$ cat src/rtl/multicycle_ctrl.sv
// -----------------------------------------------------------------------------
// multicycle_ctrl
//   Main control FSM of the multi-cycle MIPS CPU. It decodes the IR opcode,
//   steps each instruction through FETCH/DECODE/EXEC/MEM/WB and drives every
//   datapath enable and mux select as a Moore function of the current state.
//   ALUctr feeds the downstream ALU decoder (ALUop), which merges it with func.
//
//   Build option: define ILLEGAL_TRAP_EN to send unknown opcodes to a HALT
//   state that holds until reset. When it is left undefined, an unknown opcode
//   is retired in DECODE as a NOP.
//
// Ports
//   clk        in   rising-edge clock
//   rst        in   synchronous active-high reset; forces all outputs to 0
//   op         in   IR[31:26], valid from DECODE onward
//   zero       in   ALU zero flag, used in the BEQ state
//   ALUctr     out  00 add, 01 sub, 10 use func, 11 or
//   ALUSrcA    out  0 PC, 1 rs
//   ALUSrcB    out  00 rt, 01 const 4, 10 sext imm, 11 sext imm<<2
//   PCSource   out  00 ALU result, 01 ALUOut, 10 jump target
//   pc_en      out  PCWrite | (PCWriteCond & zero)
//   IorD       out  0 PC address, 1 ALUOut address
//   MemRead, MemWrite, IRWrite, RegWrite   out  strobes
//   RegDst     out  0 rt, 1 rd
//   MemtoReg   out  0 ALUOut, 1 MDR
//   state      out  current state (debug)
//   instr_done out  high in the last cycle of each instruction
// -----------------------------------------------------------------------------
module multicycle_ctrl #(
   parameter logic [5:0] OP_RTYPE = 6'b000000,
   parameter logic [5:0] OP_LW    = 6'b100011,
   parameter logic [5:0] OP_SW    = 6'b101011,
   parameter logic [5:0] OP_BEQ   = 6'b000100,
   parameter logic [5:0] OP_J     = 6'b000010,
   parameter logic [5:0] OP_ADDI  = 6'b001000,
   parameter logic [5:0] OP_ORI   = 6'b001101
) (
   input  logic       clk,
   input  logic       rst,
   input  logic [5:0] op,
   input  logic       zero,
   output logic [1:0] ALUctr,
   output logic       ALUSrcA,
   output logic [1:0] ALUSrcB,
   output logic [1:0] PCSource,
   output logic       pc_en,
   output logic       IorD,
   output logic       MemRead,
   output logic       MemWrite,
   output logic       IRWrite,
   output logic       RegWrite,
   output logic       RegDst,
   output logic       MemtoReg,
   output logic [3:0] state,
   output logic       instr_done
);

   typedef enum logic [3:0] {
      FETCH  = 4'd0,
      DECODE = 4'd1,
      MEMADR = 4'd2,
      MEMRD  = 4'd3,
      MEMWB  = 4'd4,
      MEMWR  = 4'd5,
      RTEX   = 4'd6,
      RTWB   = 4'd7,
      BEQ    = 4'd8,
      JMP    = 4'd9,
      IMMEX  = 4'd10,
      IMMWB  = 4'd11,
      HALT   = 4'd12
   } state_t;

   typedef struct packed {
      logic [1:0] alu_ctr;
      logic       alu_src_a;
      logic [1:0] alu_src_b;
      logic [1:0] pc_source;
      logic       pc_write;
      logic       pc_write_cond;
      logic       iord;
      logic       mem_read;
      logic       mem_write;
      logic       ir_write;
      logic       reg_write;
      logic       reg_dst;
      logic       mem_to_reg;
      logic       done;
   } ctl_t;

   state_t cur;
   state_t nxt;
   ctl_t   ctl_r;
   ctl_t   ctl_nxt;
   logic   op_known;

   always_comb begin
      op_known = (op == OP_RTYPE) || (op == OP_LW)  || (op == OP_SW)   ||
                 (op == OP_BEQ)   || (op == OP_J)   || (op == OP_ADDI) ||
                 (op == OP_ORI);
   end

   // Next-state logic; reset overrides so the control word loaded alongside
   // the state register always describes the state being entered.
   always_comb begin
      nxt = FETCH;
      case (cur)
         FETCH:  nxt = DECODE;
         DECODE: begin
            if ((op == OP_LW) || (op == OP_SW))
               nxt = MEMADR;
            else if (op == OP_RTYPE)
               nxt = RTEX;
            else if (op == OP_BEQ)
               nxt = BEQ;
            else if (op == OP_J)
               nxt = JMP;
            else if ((op == OP_ADDI) || (op == OP_ORI))
               nxt = IMMEX;
            else
`ifdef ILLEGAL_TRAP_EN
               nxt = HALT;
`else
               nxt = FETCH;
`endif
         end
         MEMADR: nxt = (op == OP_SW) ? MEMWR : MEMRD;
         MEMRD:  nxt = MEMWB;
         RTEX:   nxt = RTWB;
         IMMEX:  nxt = IMMWB;
         HALT:   nxt = HALT;
         default: nxt = FETCH;
      endcase
      if (rst)
         nxt = FETCH;
   end

   // Control word for the state being entered. Registering it keeps the
   // outputs glitch-free while remaining a pure function of state. IMMEX's
   // add/or choice samples op at the DECODE->IMMEX edge; IR is stable then.
   always_comb begin
      ctl_nxt = '0;
      case (nxt)
         FETCH: begin
            ctl_nxt.mem_read  = 1'b1;
            ctl_nxt.ir_write  = 1'b1;
            ctl_nxt.alu_src_b = 2'b01;
            ctl_nxt.pc_write  = 1'b1;
         end
         DECODE: ctl_nxt.alu_src_b = 2'b11;
         MEMADR: begin
            ctl_nxt.alu_src_a = 1'b1;
            ctl_nxt.alu_src_b = 2'b10;
         end
         MEMRD: begin
            ctl_nxt.mem_read = 1'b1;
            ctl_nxt.iord     = 1'b1;
         end
         MEMWB: begin
            ctl_nxt.reg_write  = 1'b1;
            ctl_nxt.mem_to_reg = 1'b1;
            ctl_nxt.done       = 1'b1;
         end
         MEMWR: begin
            ctl_nxt.mem_write = 1'b1;
            ctl_nxt.iord      = 1'b1;
            ctl_nxt.done      = 1'b1;
         end
         RTEX: begin
            ctl_nxt.alu_src_a = 1'b1;
            ctl_nxt.alu_ctr   = 2'b10;
         end
         RTWB: begin
            ctl_nxt.reg_write = 1'b1;
            ctl_nxt.reg_dst   = 1'b1;
            ctl_nxt.done      = 1'b1;
         end
         BEQ: begin
            ctl_nxt.alu_src_a     = 1'b1;
            ctl_nxt.alu_ctr       = 2'b01;
            ctl_nxt.pc_write_cond = 1'b1;
            ctl_nxt.pc_source     = 2'b01;
            ctl_nxt.done          = 1'b1;
         end
         JMP: begin
            ctl_nxt.pc_write  = 1'b1;
            ctl_nxt.pc_source = 2'b10;
            ctl_nxt.done      = 1'b1;
         end
         IMMEX: begin
            ctl_nxt.alu_src_a = 1'b1;
            ctl_nxt.alu_src_b = 2'b10;
            ctl_nxt.alu_ctr   = (op == OP_ORI) ? 2'b11 : 2'b00;
         end
         IMMWB: begin
            ctl_nxt.reg_write = 1'b1;
            ctl_nxt.done      = 1'b1;
         end
         default: ctl_nxt = '0;
      endcase
   end

   always_ff @(posedge clk) begin
      if (rst)
         cur <= FETCH;
      else
         cur <= nxt;
      ctl_r <= ctl_nxt;
   end

   // Outputs are forced low while reset is held, so an instruction aborted
   // mid-flight never emits a write strobe.
   always_comb begin
      ALUctr     = rst ? 2'b00 : ctl_r.alu_ctr;
      ALUSrcA    = !rst && ctl_r.alu_src_a;
      ALUSrcB    = rst ? 2'b00 : ctl_r.alu_src_b;
      PCSource   = rst ? 2'b00 : ctl_r.pc_source;
      pc_en      = !rst && (ctl_r.pc_write || (ctl_r.pc_write_cond && zero));
      IorD       = !rst && ctl_r.iord;
      MemRead    = !rst && ctl_r.mem_read;
      MemWrite   = !rst && ctl_r.mem_write;
      IRWrite    = !rst && ctl_r.ir_write;
      RegWrite   = !rst && ctl_r.reg_write;
      RegDst     = !rst && ctl_r.reg_dst;
      MemtoReg   = !rst && ctl_r.mem_to_reg;
      state      = rst ? 4'd0 : cur;
`ifdef ILLEGAL_TRAP_EN
      instr_done = !rst && ctl_r.done;
`else
      // An unknown opcode retires as a NOP in DECODE; op is only valid from
      // DECODE onward, so this term is taken from the live opcode.
      instr_done = !rst && (ctl_r.done || ((cur == DECODE) && !op_known));
`endif
   end

endmodule

$ cat config.mk
export PLATFORM = sky130hd
export DESIGN_NAME = multicycle_ctrl
export DESIGN_NICKNAME = d
export VERILOG_FILES = /design/src/rtl/multicycle_ctrl.sv
export SDC_FILE = /design/constraint.sdc
export NUM_CORES = 1
export LEC_CHECK = 0
export ABC_AREA = 0
export CAP_MARGIN = 30
export CELL_PAD_IN_SITES_DETAIL_PLACEMENT = 0
export CELL_PAD_IN_SITES_GLOBAL_PLACEMENT = 1
export CORE_UTILIZATION = 37
export CTS_BUF_LIST = sky130_fd_sc_hd__clkbuf_16
export DETAILED_ROUTE_END_ITERATION = 10
export HOLD_SLACK_MARGIN = 0.1
export PLACE_DENSITY_LB_ADDON = 0.3
export SYNTH_ARGS = -nofsm -noshare
export SYNTH_HDL_FRONTEND = slang
export SYNTH_SLANG_ARGS = --single-unit
export TNS_END_PERCENT = 20
$ cat constraint.sdc
create_clock -name clk -period 3.6 [get_ports clk]
set_clock_uncertainty 0.2 [all_clocks]
set_input_delay 0.72 -clock clk [delete_from_list [all_inputs] [get_ports clk]]
set_output_delay 0.72 -clock clk [all_outputs]
set_load 0.02 [all_outputs]
## Yosys cells after proc, flatten, opt, wreduce, memory -nomap -nowiden

Index checks and enable logic that the tools add are counted.

- Add/sub/neg operators: 0
- Multiply operators: 0
- Div/mod/pow operators: 0
- Magnitude comparators: 0
- Equal/unequal tests: 23
- Shift operators: 0
- Muxes and demuxes: 27
- Bitwise logic cells: 0
- Reductions and logical operators: 34

Operators by type and width:

| cell | number |
|---|---|
| 4-bit two-way mux | 7 |
| 4-bit one-hot mux with 7 select lines | 1 |
| 4-bit equality test (second input constant) | 6 |
| 4-bit by 3-bit equality test with 1-bit output (second input constant) | 5 |
| 4-bit by 2-bit equality test with 1-bit output (second input constant) | 4 |
| 6-bit by 4-bit equality test with 1-bit output (second input constant) | 2 |
| 6-bit equality test (second input constant) | 2 |
| 1-bit logical AND | 12 |
| 2-bit one-hot mux with 3 select lines | 2 |
| 1-bit two-way mux | 11 |
| 1-bit logical OR | 10 |
| 4-bit by 1-bit equality test with 1-bit output (second input constant) | 2 |
| 4-bit zero test | 2 |
| 2-bit two-way mux | 4 |
| 2-bit OR reduction | 4 |
| 6-bit by 2-bit equality test with 1-bit output (second input constant) | 1 |
| 6-bit by 3-bit equality test with 1-bit output (second input constant) | 1 |
| 6-bit zero test | 1 |
| 6-bit OR reduction | 1 |
| 2-bit one-hot mux with 2 select lines | 1 |
| 4-bit OR reduction | 1 |
| 3-bit two-way mux | 1 |
| 3-bit OR reduction | 1 |
| 1-bit zero test | 2 |

- Register bits after elaboration: 21
- Latch bits: 0
- RAM bits: 0
- Memory bits (read-only): 0
- Input bits: 9
- Output and inout bits: 20
- Memories: 0

## Depth between registers and ports, before layout

Gate-level depths: netlist of the first run.

- Word-level depth: 12
- Gate-level depth with buffers: 8
- Depth with buffers taken out: 6

## Worst setup path after synthesis of the first run

Ideal clock, no wire load.

- Path kind: input to output
- From: input op[3]
- To: output instr_done
- Data arrival time: 1.667 ns
- Required time: 2.680 ns
- Path slack: 1.013 ns
- Stages: 5
- Path buffers: 0
- Cells stage by stage: and3_1 o311a_2 inv_1 a21oi_1 nor2_1

- Word-level cells in the longest chain between the ends: 11
- Elaborated cells between the ends (all ways): 17
- Those cells by class: 6 x eq/ne; 11 x reduce/logical

RTL lines:

| what | RTL line | source |
|---|---|---|
| start: declaration | 40 | `input logic [5:0] op,` |
| 6-bit equality test / 6-bit zero test (equally long branches) | 98 | `op_known = (op == OP_RTYPE) \|\| (op == OP_LW) \|\| (op == OP_SW) \|\|` |
| 1-bit logical OR (3 in series) | 98 |  |
| 1-bit logical OR (2 in series) | 99 | `(op == OP_BEQ) \|\| (op == OP_J) \|\| (op == OP_ADDI) \|\|` |
| 1-bit logical OR (*) | 99 |  |
| 1-bit zero test (*) | 232 | `instr_done = !rst && (ctl_r.done \|\| ((cur == DECODE) && !op_known));` |
| 1-bit logical AND (*) | 232 |  |
| 1-bit logical OR (*) | 232 |  |
| 1-bit logical AND (*) | 232 |  |
| end: declaration | 55 | `output logic instr_done` |

Mark *: on every way between the ends. The rest lies on a longest branch, timed or not.

## Final worst setup path of the first run

- From: input op[0]
- To: output instr_done

Same word-level chain as after synthesis.

==> results of run 1 <==
layout make-up:
| class | count | share of cell area |
|---|---|---|
| multi-input cells | 100 | 0.425 |
| clock buffers | 3 | 0.0512 |
| repair buffers | 33 | 0.216 |
| flip-flops and latches | 20 | 0.273 |
| well taps | 31 | 0.0265 |
| inverters | 3 | 0.00769 |
worst max-delay path: stages:
cell	delay [ns]
clkdlybuf4s50_1	0.53
nor4_1	0.46
o21a_1	0.17
nor2_1	0.07
a21oi_1	0.14
nor2_1	0.05
dlygate4sd2_1	0.32
cell usage in the layout (no fill, tap or decap), drive strengths merged, types with 2 or more instances in the layout:
cell type,n
xnor2,2
a31oi,2
and3,3
nor2,22
nand2,4
xor2,2
or3b,2
clkdlybuf4s50,27
nor2b,17
dfxtp,20
buf,5
a21oi,10
nand3b,3
clkbuf,3
nand2b,6
a211oi,3
inv,3
o21a,2
o21ai,3
nor3,2
sequential cells by signal, indices dropped and copies added (netlist names):
name	cells
cur	4
ctl_r	16
where the power goes:
group / total [µW] / switching [µW] / internal (µW)
sequential: 233 / 3.88 / 229
clock: 221 / 74.5 / 146
combinational: 78.1 / 41.2 / 37.0
layer usage:
metal	track usage	vias to the layer above	part of all wire
li1	-	514	-
met1	0.210	421	0.49
met2	0.250	24	0.46
met3	0.0415	2	0.050
met4	0.0314	0	0.0044
met5	0	-	0
timing repair:
| item | CTS | global route |
|---|---|---|
| gates resized for setup | 1 | 0 |
| hold buffers | 0 | 0 |
| setup endpoints to repair | 1 | 0 |
Yosys cell counts, drive strengths merged (3+ instances only):
master and count:
o21ai 3, nand2b 6, dfxtp 20, nand2 4
nor2 22, buf 7, a211oi 3, inv 3
nand3b 3, and3 3, a21oi 10, clkbuf 3
nor2b 17
worst min path at each step:
| stage | startpoint | end | slack [ns] |
|---|---|---|---|
| after floorplan | cur[0]$_SDFF_PP0_ | cur[0]$_SDFF_PP0_ | 0.57 |
| after global placement | cur[0]$_SDFF_PP0_ | ctl_r[14]$_DFF_P_ | 0.70 |
| after detailed placement | cur[0]$_SDFF_PP0_ | ctl_r[14]$_DFF_P_ | 0.69 |
| after CTS | cur[0]$_SDFF_PP0_ | ctl_r[14]$_DFF_P_ | 0.70 |
| after global routing | cur[0]$_SDFF_PP0_ | cur[3]$_SDFF_PP0_ | 0.76 |
| final | cur[0]$_SDFF_PP0_ | ctl_r[14]$_DFF_P_ | 0.70 |
cells by family after synthesis:
family                     after synthesis  share of synthesized area
and+or+nand+nor                         68                      0.365
AOI/OAI and AO/OA                       27                      0.165
DFF                                     20                      0.367
buffers and inverters                   13                     0.0608
xor gates and xnor gates                 4                     0.0322
adders and majority gates                1                    0.00919
through the flow:
step | hold WS [ns] | instance area (µm²)
2_1_floorplan | 0.568 | 1090
3_3_place_gp | 0.695 | 1390
3_5_place_dp | 0.690 | 1390
4_1_cts | 0.697 | 1470
5_1_grt | 0.761 | 1470
6_report | 0.696 | 1470
==> results_dict.tcl, run 1 <==
set metrics [dict create \
    fp.dieArea_um2 3170 \
    grt-ovfl-total 0 \
    antenna_cells 0 \
    min_path_cells 3 \
    routed_via_density 5.06 \
    clk_pin_slew_ns 0.05 \
    path_max_fanout 6 \
    rsz0062_at_grt "no" \
    p_total_uw 531 \
    ir_drop_mv 0.452 \
    pin_count 29 \
    power.static_leakage_uw 0.000546 \
    drv_cap 0 \
    rr_endpoint "ctl_r[3]$_DFF_P_" \
    num-fill-cells 275 \
    drive_above_1_share 0.0818 \
    rr_worst_depth 6 \
    cts_buffers 3 \
    tritoncts "built" \
    drt_pass1_iterations 4 \
    post_cts_buffers 0 \
    register_area_um2 400 \
    hold_violations 0 \
    grt_pass1_wl_um 3840 \
    period_share 0.938 \
    area_delta_synth_final_pct 34.4 \
    setup.worst_path.class "in -> out" \
    fin_crit_ns 3.38 \
    endpoint "instr_done" \
    setup_tns_ns 0 \
    synthTopCellsByArea "dfxtp_1, nor2b_1, nor2_1, a21oi_1, nand2b_1" \
    synth_edf_count 0 \
    rows 19 \
    nets 170 \
    async_flop_share 0 \
    start_kind "input port" \
    status "completed" \
    syn_inst 133 \
    slew_headroom 0.403 \
    r2r-start "cur[2]$_SDFF_PP0_" \
    vias 961 \
    synthesis.nets 142 \
    postRouteAntennaNets 0 \
    dp.final_hpwl_um 1700 \
    critPathLaunch "op[0]" \
    worstPathRequired_ns 2.68 \
    syn_area_um2 1090 \
    regToRegSetupSlack_ns 1.24 \
    initial_utilization 0.392 \
    gp_congestion 0.743 \
    avgSynthCellArea_um2 8.19 \
    avgRoutedWirePerCell_um 11.9 \
    clk_path_buf_depth 2 \
    critPathCaptureType "output port" \
    synth_top_area_share 0.367 \
    power.density_nw_per_um2 363 \
    finalWorstSetupSlack_ns 0.224 \
    fmax_mhz 296 \
    grt_use_total 0.155 \
    synth_area_leader_cell "dfxtp_1" \
    route.detailed.drc 0 \
    hold_class "reg -> reg" \
    core_area_um2 2780 \
    wl_um 2270 \
    ys_ff_latch 20 \
    worstPathArrival_ns 2.46 \
    slew_violations 0 \
    die_x_um 56.3 \
    seq_area_frac_synth 0.367 \
    final_core_util 0.527 \
    clk_latency_ns 0.25 \
    htreeDepth 1 \
    setup-violations-final 0 \
    multi_input_area_um2 623 \
    place_ws_ns -0.00341 \
    grt_max_degree 22 \
    dp_cells 187 \
    cts_root_buffer "clkbuf_16" \
    grt_pass1_vias 871 \
    antenna_found_initial 0 \
    ys_types 40 \
    synth_flop_cell "dfxtp_1" \
    numClockSinks 20 \
    stdcell_count 190 \
    worst_slew_pin_slew_ns 0.894 \
    drt_iter0_markers 26 \
    yosysWarnings 0 \
    numPortBuffers 28 \
    die_h_um 56.3 \
]
No activity file was read; power rests on OpenSTA's default activity.
==> run 2: changes to the inputs <==
Clock period 3.6 ns to 4.25 ns, I/O delays scaled along.
==> results_dict.tcl, run 2 (synthesis results as in run 1) <==
set metrics [dict create \
    slew_violations 0 \
    regToRegSetupSlack_ns 1.98 \
    hold_violations 0 \
    cts_resized 0 \
    drt_iter0_markers 26 \
    status "completed" \
    postRouteAntennaNets 0 \
    grt_max_degree 22 \
    die_h_um 56.3 \
    area_delta_synth_final_pct 31.1 \
    numClockSinks 20 \
    path_max_fanout 6 \
    die_x_um 56.3 \
    gp_congestion 0.728 \
    clkPwrFrac 0.411 \
    grt_use_total 0.160 \
    routed_via_density 5.35 \
    hold_class "reg -> reg" \
    wl_um 2310 \
    critPathCaptureType "output port" \
    fp.dieArea_um2 3170 \
    fin_crit_ns 3.97 \
    most-common-layout-cells "clkdlybuf4s50_1, nor2_1, dfxtp_1" \
    multi_input_area_um2 623 \
    drive_above_1_share 0.0519 \
    power.static_leakage_uw 0.000517 \
    setup_tns_ns 0 \
    hold_buffers 0 \
    cts_root_buffer "clkbuf_16" \
    initial_utilization 0.392 \
    dpl-instance-area_um2 1350 \
    worstPathArrival_ns 2.92 \
    clk_path_buf_depth 2 \
    seq_power_share 0.445 \
    grt_pass1_wl_um 4040 \
    internal-power_uw 347 \
    fmax_mhz 252 \
    clk_pin_slew_ns 0.05 \
    rr_worst_depth 6 \
    antenna_found_initial 0 \
    tritoncts "built" \
    register_area_um2 400 \
    worstPathRequired_ns 3.20 \
    dp_cells 182 \
    grt_pass1_vias 904 \
    period_share 0.934 \
    p_total_uw 443 \
    clk_latency_ns 0.24 \
    avgRoutedWirePerCell_um 12.5 \
    setup.worst_path.class "in -> out" \
    pin_count 29 \
    htreeDepth 1 \
    cts_buffers 3 \
    slew_headroom 0.452 \
    combPwrFrac 0.144 \
    num-fill-cells 266 \
    dp.final_hpwl_um 1730 \
    drv_cap 0 \
    regMostFlops "ctl_r" \
    ir_drop_mv 0.408 \
    core_area_um2 2780 \
    final_common_cell "clkdlybuf4s50_1" \
    stdcell_count 185 \
    rows 19 \
    antenna_cells 0 \
    grt-ovfl-total 0 \
    worst_slew_pin_slew_ns 0.820 \
    drt_pass1_iterations 4 \
    reg_top3 "ctl_r: 16 flops, cur: 4 flops" \
    r2r-start "cur[2]$_SDFF_PP0_" \
    vias 989 \
    min_from "cur[0]$_SDFF_PP0_" \
    largest_reg_flops 16 \
    nets 165 \
    numPortBuffers 28 \
    rr_endpoint "ctl_r[3]$_DFF_P_" \
    start_kind "input port" \
    setup-violations-final 0 \
    power.density_nw_per_um2 310 \
    min_path_cells 3 \
    route.detailed.drc 0 \
    finalWorstSetupSlack_ns 0.281 \
    sw_frac_of_total 0.218 \
    rsz0062_at_grt "no" \
    final_area_um2 1430 \
    switching_power_uw 96.7 \
    post_cts_buffers 0 \
    place_ws_ns 0.275 \
    hold_end "ctl_r[14]$_DFF_P_" \
]
[run 2: per-layer routing]
| metal | global-route usage | routed length [µm] | vias to the layer above |
|---|---|---|---|
| met5 | 0 | 0 | - |
| met4 | 0.0488 | 20 | 0 |
| met3 | 0.0415 | 117 | 2 |
| met2 | 0.255 | 1110 | 28 |
| met1 | 0.214 | 1060 | 462 |
| li1 | - | - | 497 |
[run 2: worst max-delay path, stage by stage]
cell             delay, ns
clkdlybuf4s50_1       0.55
and3_1                0.29
o311a_2               0.40
inv_1                 0.06
a21oi_1               0.05
nor2_1                0.09
clkdlybuf4s50_1       0.63
[run 2: power by group through the flow]
stage / logic, µW / clock network (µW) / registers, µW
floorplan: 40.4 / 0 / 198
global placement: 63.0 / 0 / 201
detailed placement: 64.1 / 0 / 201
CTS: 64.4 / 186 / 197
global route: 69.8 / 196 / 198
finish: 63.7 / 182 / 197
[run 2: through the flow]
step	hold WS (ns)	util
finish	0.718	0.514
global route	0.791	0.514
CTS	0.732	0.514
detailed placement	0.722	0.487
global placement	0.706	0.487
floorplan	0.568	-
[run 2: area by class of cell]
class,instances,share of cell area
multi-input cells,100,0.436
flip-flops and latches,20,0.280
repair buffers,28,0.196
clock buffers,3,0.0525
well taps,31,0.0271
inverters,3,0.00788
[run 2: worst max path at each step]
stage | startpoint | to | slack, ns | cells after the start
after global placement | op[3] | instr_done | 0.36 | 7
after global routing | op[3] | instr_done | 0.16 | 7
after detailed placement | op[3] | instr_done | 0.28 | 7
final | op[3] | instr_done | 0.28 | 7
after CTS | op[3] | instr_done | 0.27 | 7
after floorplan | op[3] | instr_done | 1.40 | 5
==> run 3: changes to the inputs <==
Settings changed: MAX_ROUTING_LAYER set to met4, SKIP_CTS_REPAIR_TIMING set to 1.
==> results_dict.tcl, run 3 (synthesis results as in run 1) <==
set metrics [dict create \
    hold_slack_ns 0.718 \
    most-common-layout-cells "clkdlybuf4s50_1, nor2_1, dfxtp_1" \
    vias 989 \
    clk_pin_slew_ns 0.05 \
    rr_worst_depth 6 \
    slowest_delay_ns 0.63 \
    fmax_mhz 252 \
    numPortBuffers 28 \
    regToRegSetupSlack_ns 1.98 \
    ir_drop_mv 0.408 \
    initial_utilization 0.392 \
    die_h_um 56.3 \
    drt_pass1_iterations 4 \
    worstPathRequired_ns 3.20 \
    slew_headroom 0.452 \
    clk_latency_ns 0.24 \
    met1_usage 0.214 \
    drive_above_1_share 0.0519 \
    core_area_um2 2780 \
    critPathCaptureType "output port" \
    antenna_found_initial 0 \
    htreeDepth 1 \
    use_met3 0.0415 \
    avgRoutedWirePerCell_um 12.5 \
    met2_usage 0.255 \
    period_share 0.934 \
    antenna_cells 0 \
    timing.critical_path.mode_cell "clkdlybuf4s50_1" \
    grt_pass1_vias 904 \
    grt-ovfl-total 0 \
    tritoncts "built" \
    grt_busiest_layer "met2" \
    cp_slowest_cell "clkdlybuf4s50_1" \
    area_delta_synth_final_pct 31.1 \
    status "completed" \
    start_kind "input port" \
    worst_slew_pin_slew_ns 0.820 \
    worstPathArrival_ns 2.92 \
    routed_via_density 5.35 \
    cts_root_buffer "clkbuf_16" \
    path_max_fanout 6 \
    setup-violations-final 0 \
    path_cells "clkdlybuf4s50_1 > and3_1 > o311a_2 > inv_1 > a21oi_1 > nor2_1 > clkdlybuf4s50_1" \
    numClockSinks 20 \
    cts_buffers 3 \
    fin_crit_ns 3.97 \
    route.detailed.drc 0 \
    setup.worst_path.class "in -> out" \
    setup_tns_ns 0 \
    rows 19 \
    dp.final_hpwl_um 1730 \
    nets 165 \
    rsz0062_at_grt "no" \
    power.density_nw_per_um2 310 \
    reg_top3 "ctl_r: 16 flops, cur: 4 flops" \
    r2r-start "cur[2]$_SDFF_PP0_" \
    drv_cap 0 \
    largest_reg_flops 16 \
    pin_count 29 \
    clk_path_buf_depth 2 \
    slew_violations 0 \
    gp_congestion 0.737 \
    regMostFlops "ctl_r" \
    endpoint "instr_done" \
    postRouteAntennaNets 0 \
    fp.dieArea_um2 3170 \
    die_x_um 56.3 \
    hold_class "reg -> reg" \
    grt_use_total 0.165 \
    grt_pass1_wl_um 4040 \
    critPathLaunch "op[3]" \
    grt_max_degree 22 \
    power.static_leakage_uw 0.000517 \
    wl_um 2310 \
    final_common_cell "clkdlybuf4s50_1" \
    rr_endpoint "ctl_r[3]$_DFF_P_" \
    hold_violations 0 \
    drt_iter0_markers 26 \
]
-- run 3: cell counts in the layout (fill, tap and decap cells not counted) --
Identical to the previous run, type by type.
-- run 3: worst min-delay path by stage --
| stage | start | to | slack, ns | cells after the start |
|---|---|---|---|---|
| 2_1_floorplan | cur[0]$_SDFF_PP0_ | cur[0]$_SDFF_PP0_ | 0.57 | 3 |
| 3_3_place_gp | cur[0]$_SDFF_PP0_ | ctl_r[14]$_DFF_P_ | 0.71 | 3 |
| 3_5_place_dp | cur[0]$_SDFF_PP0_ | ctl_r[14]$_DFF_P_ | 0.72 | 3 |
| 4_1_cts | cur[0]$_SDFF_PP0_ | ctl_r[14]$_DFF_P_ | 0.73 | 3 |
| 5_1_grt | cur[0]$_SDFF_PP0_ | ctl_r[14]$_DFF_P_ | 0.79 | 3 |
| 6_report | cur[0]$_SDFF_PP0_ | ctl_r[14]$_DFF_P_ | 0.72 | 3 |
-- run 3: through the flow --
step	area [µm²]	setup WS, ns	instances	total power, µW	util
CTS	1430	0.265	185	448	0.514
finish	1430	0.281	185	443	0.514
floorplan	1090	1.40	133	239	-
global route	1430	0.161	185	464	0.514
detailed placement	1350	0.275	182	265	0.487
global placement	1350	0.362	182	264	0.487
-- run 3: final cells by class --
| type | instances | area [µm²] |
|---|---|---|
| Fill cell | 266 | 1350 |
| Multi-Input combinational cell | 100 | 623 |
| Sequential cell | 20 | 400 |
| Timing Repair Buffer | 28 | 280 |
| Clock buffer | 3 | 75.1 |
| Tap cell | 31 | 38.8 |
| Inverter | 3 | 11.3 |
-- run 3: where the power goes --
part,internal (µW),total (µW),switching [µW]
Sequential,194,197,3.63
Clock,124,182,58.5
Combinational,29.2,63.7,34.5
Total,347,443,96.7
-- run 3: critical path, delay by kind of cell --
family	cells	cell delay, ns
compound gates	2	0.45
simple gates	2	0.38
buf+inv	3	1.24
-- run 3: metal layers --
metal,wire length [µm],vias up
met2,1110,28
met1,1060,462
met3,114,2
met5,0,-
met4,20,0
li1,-,497
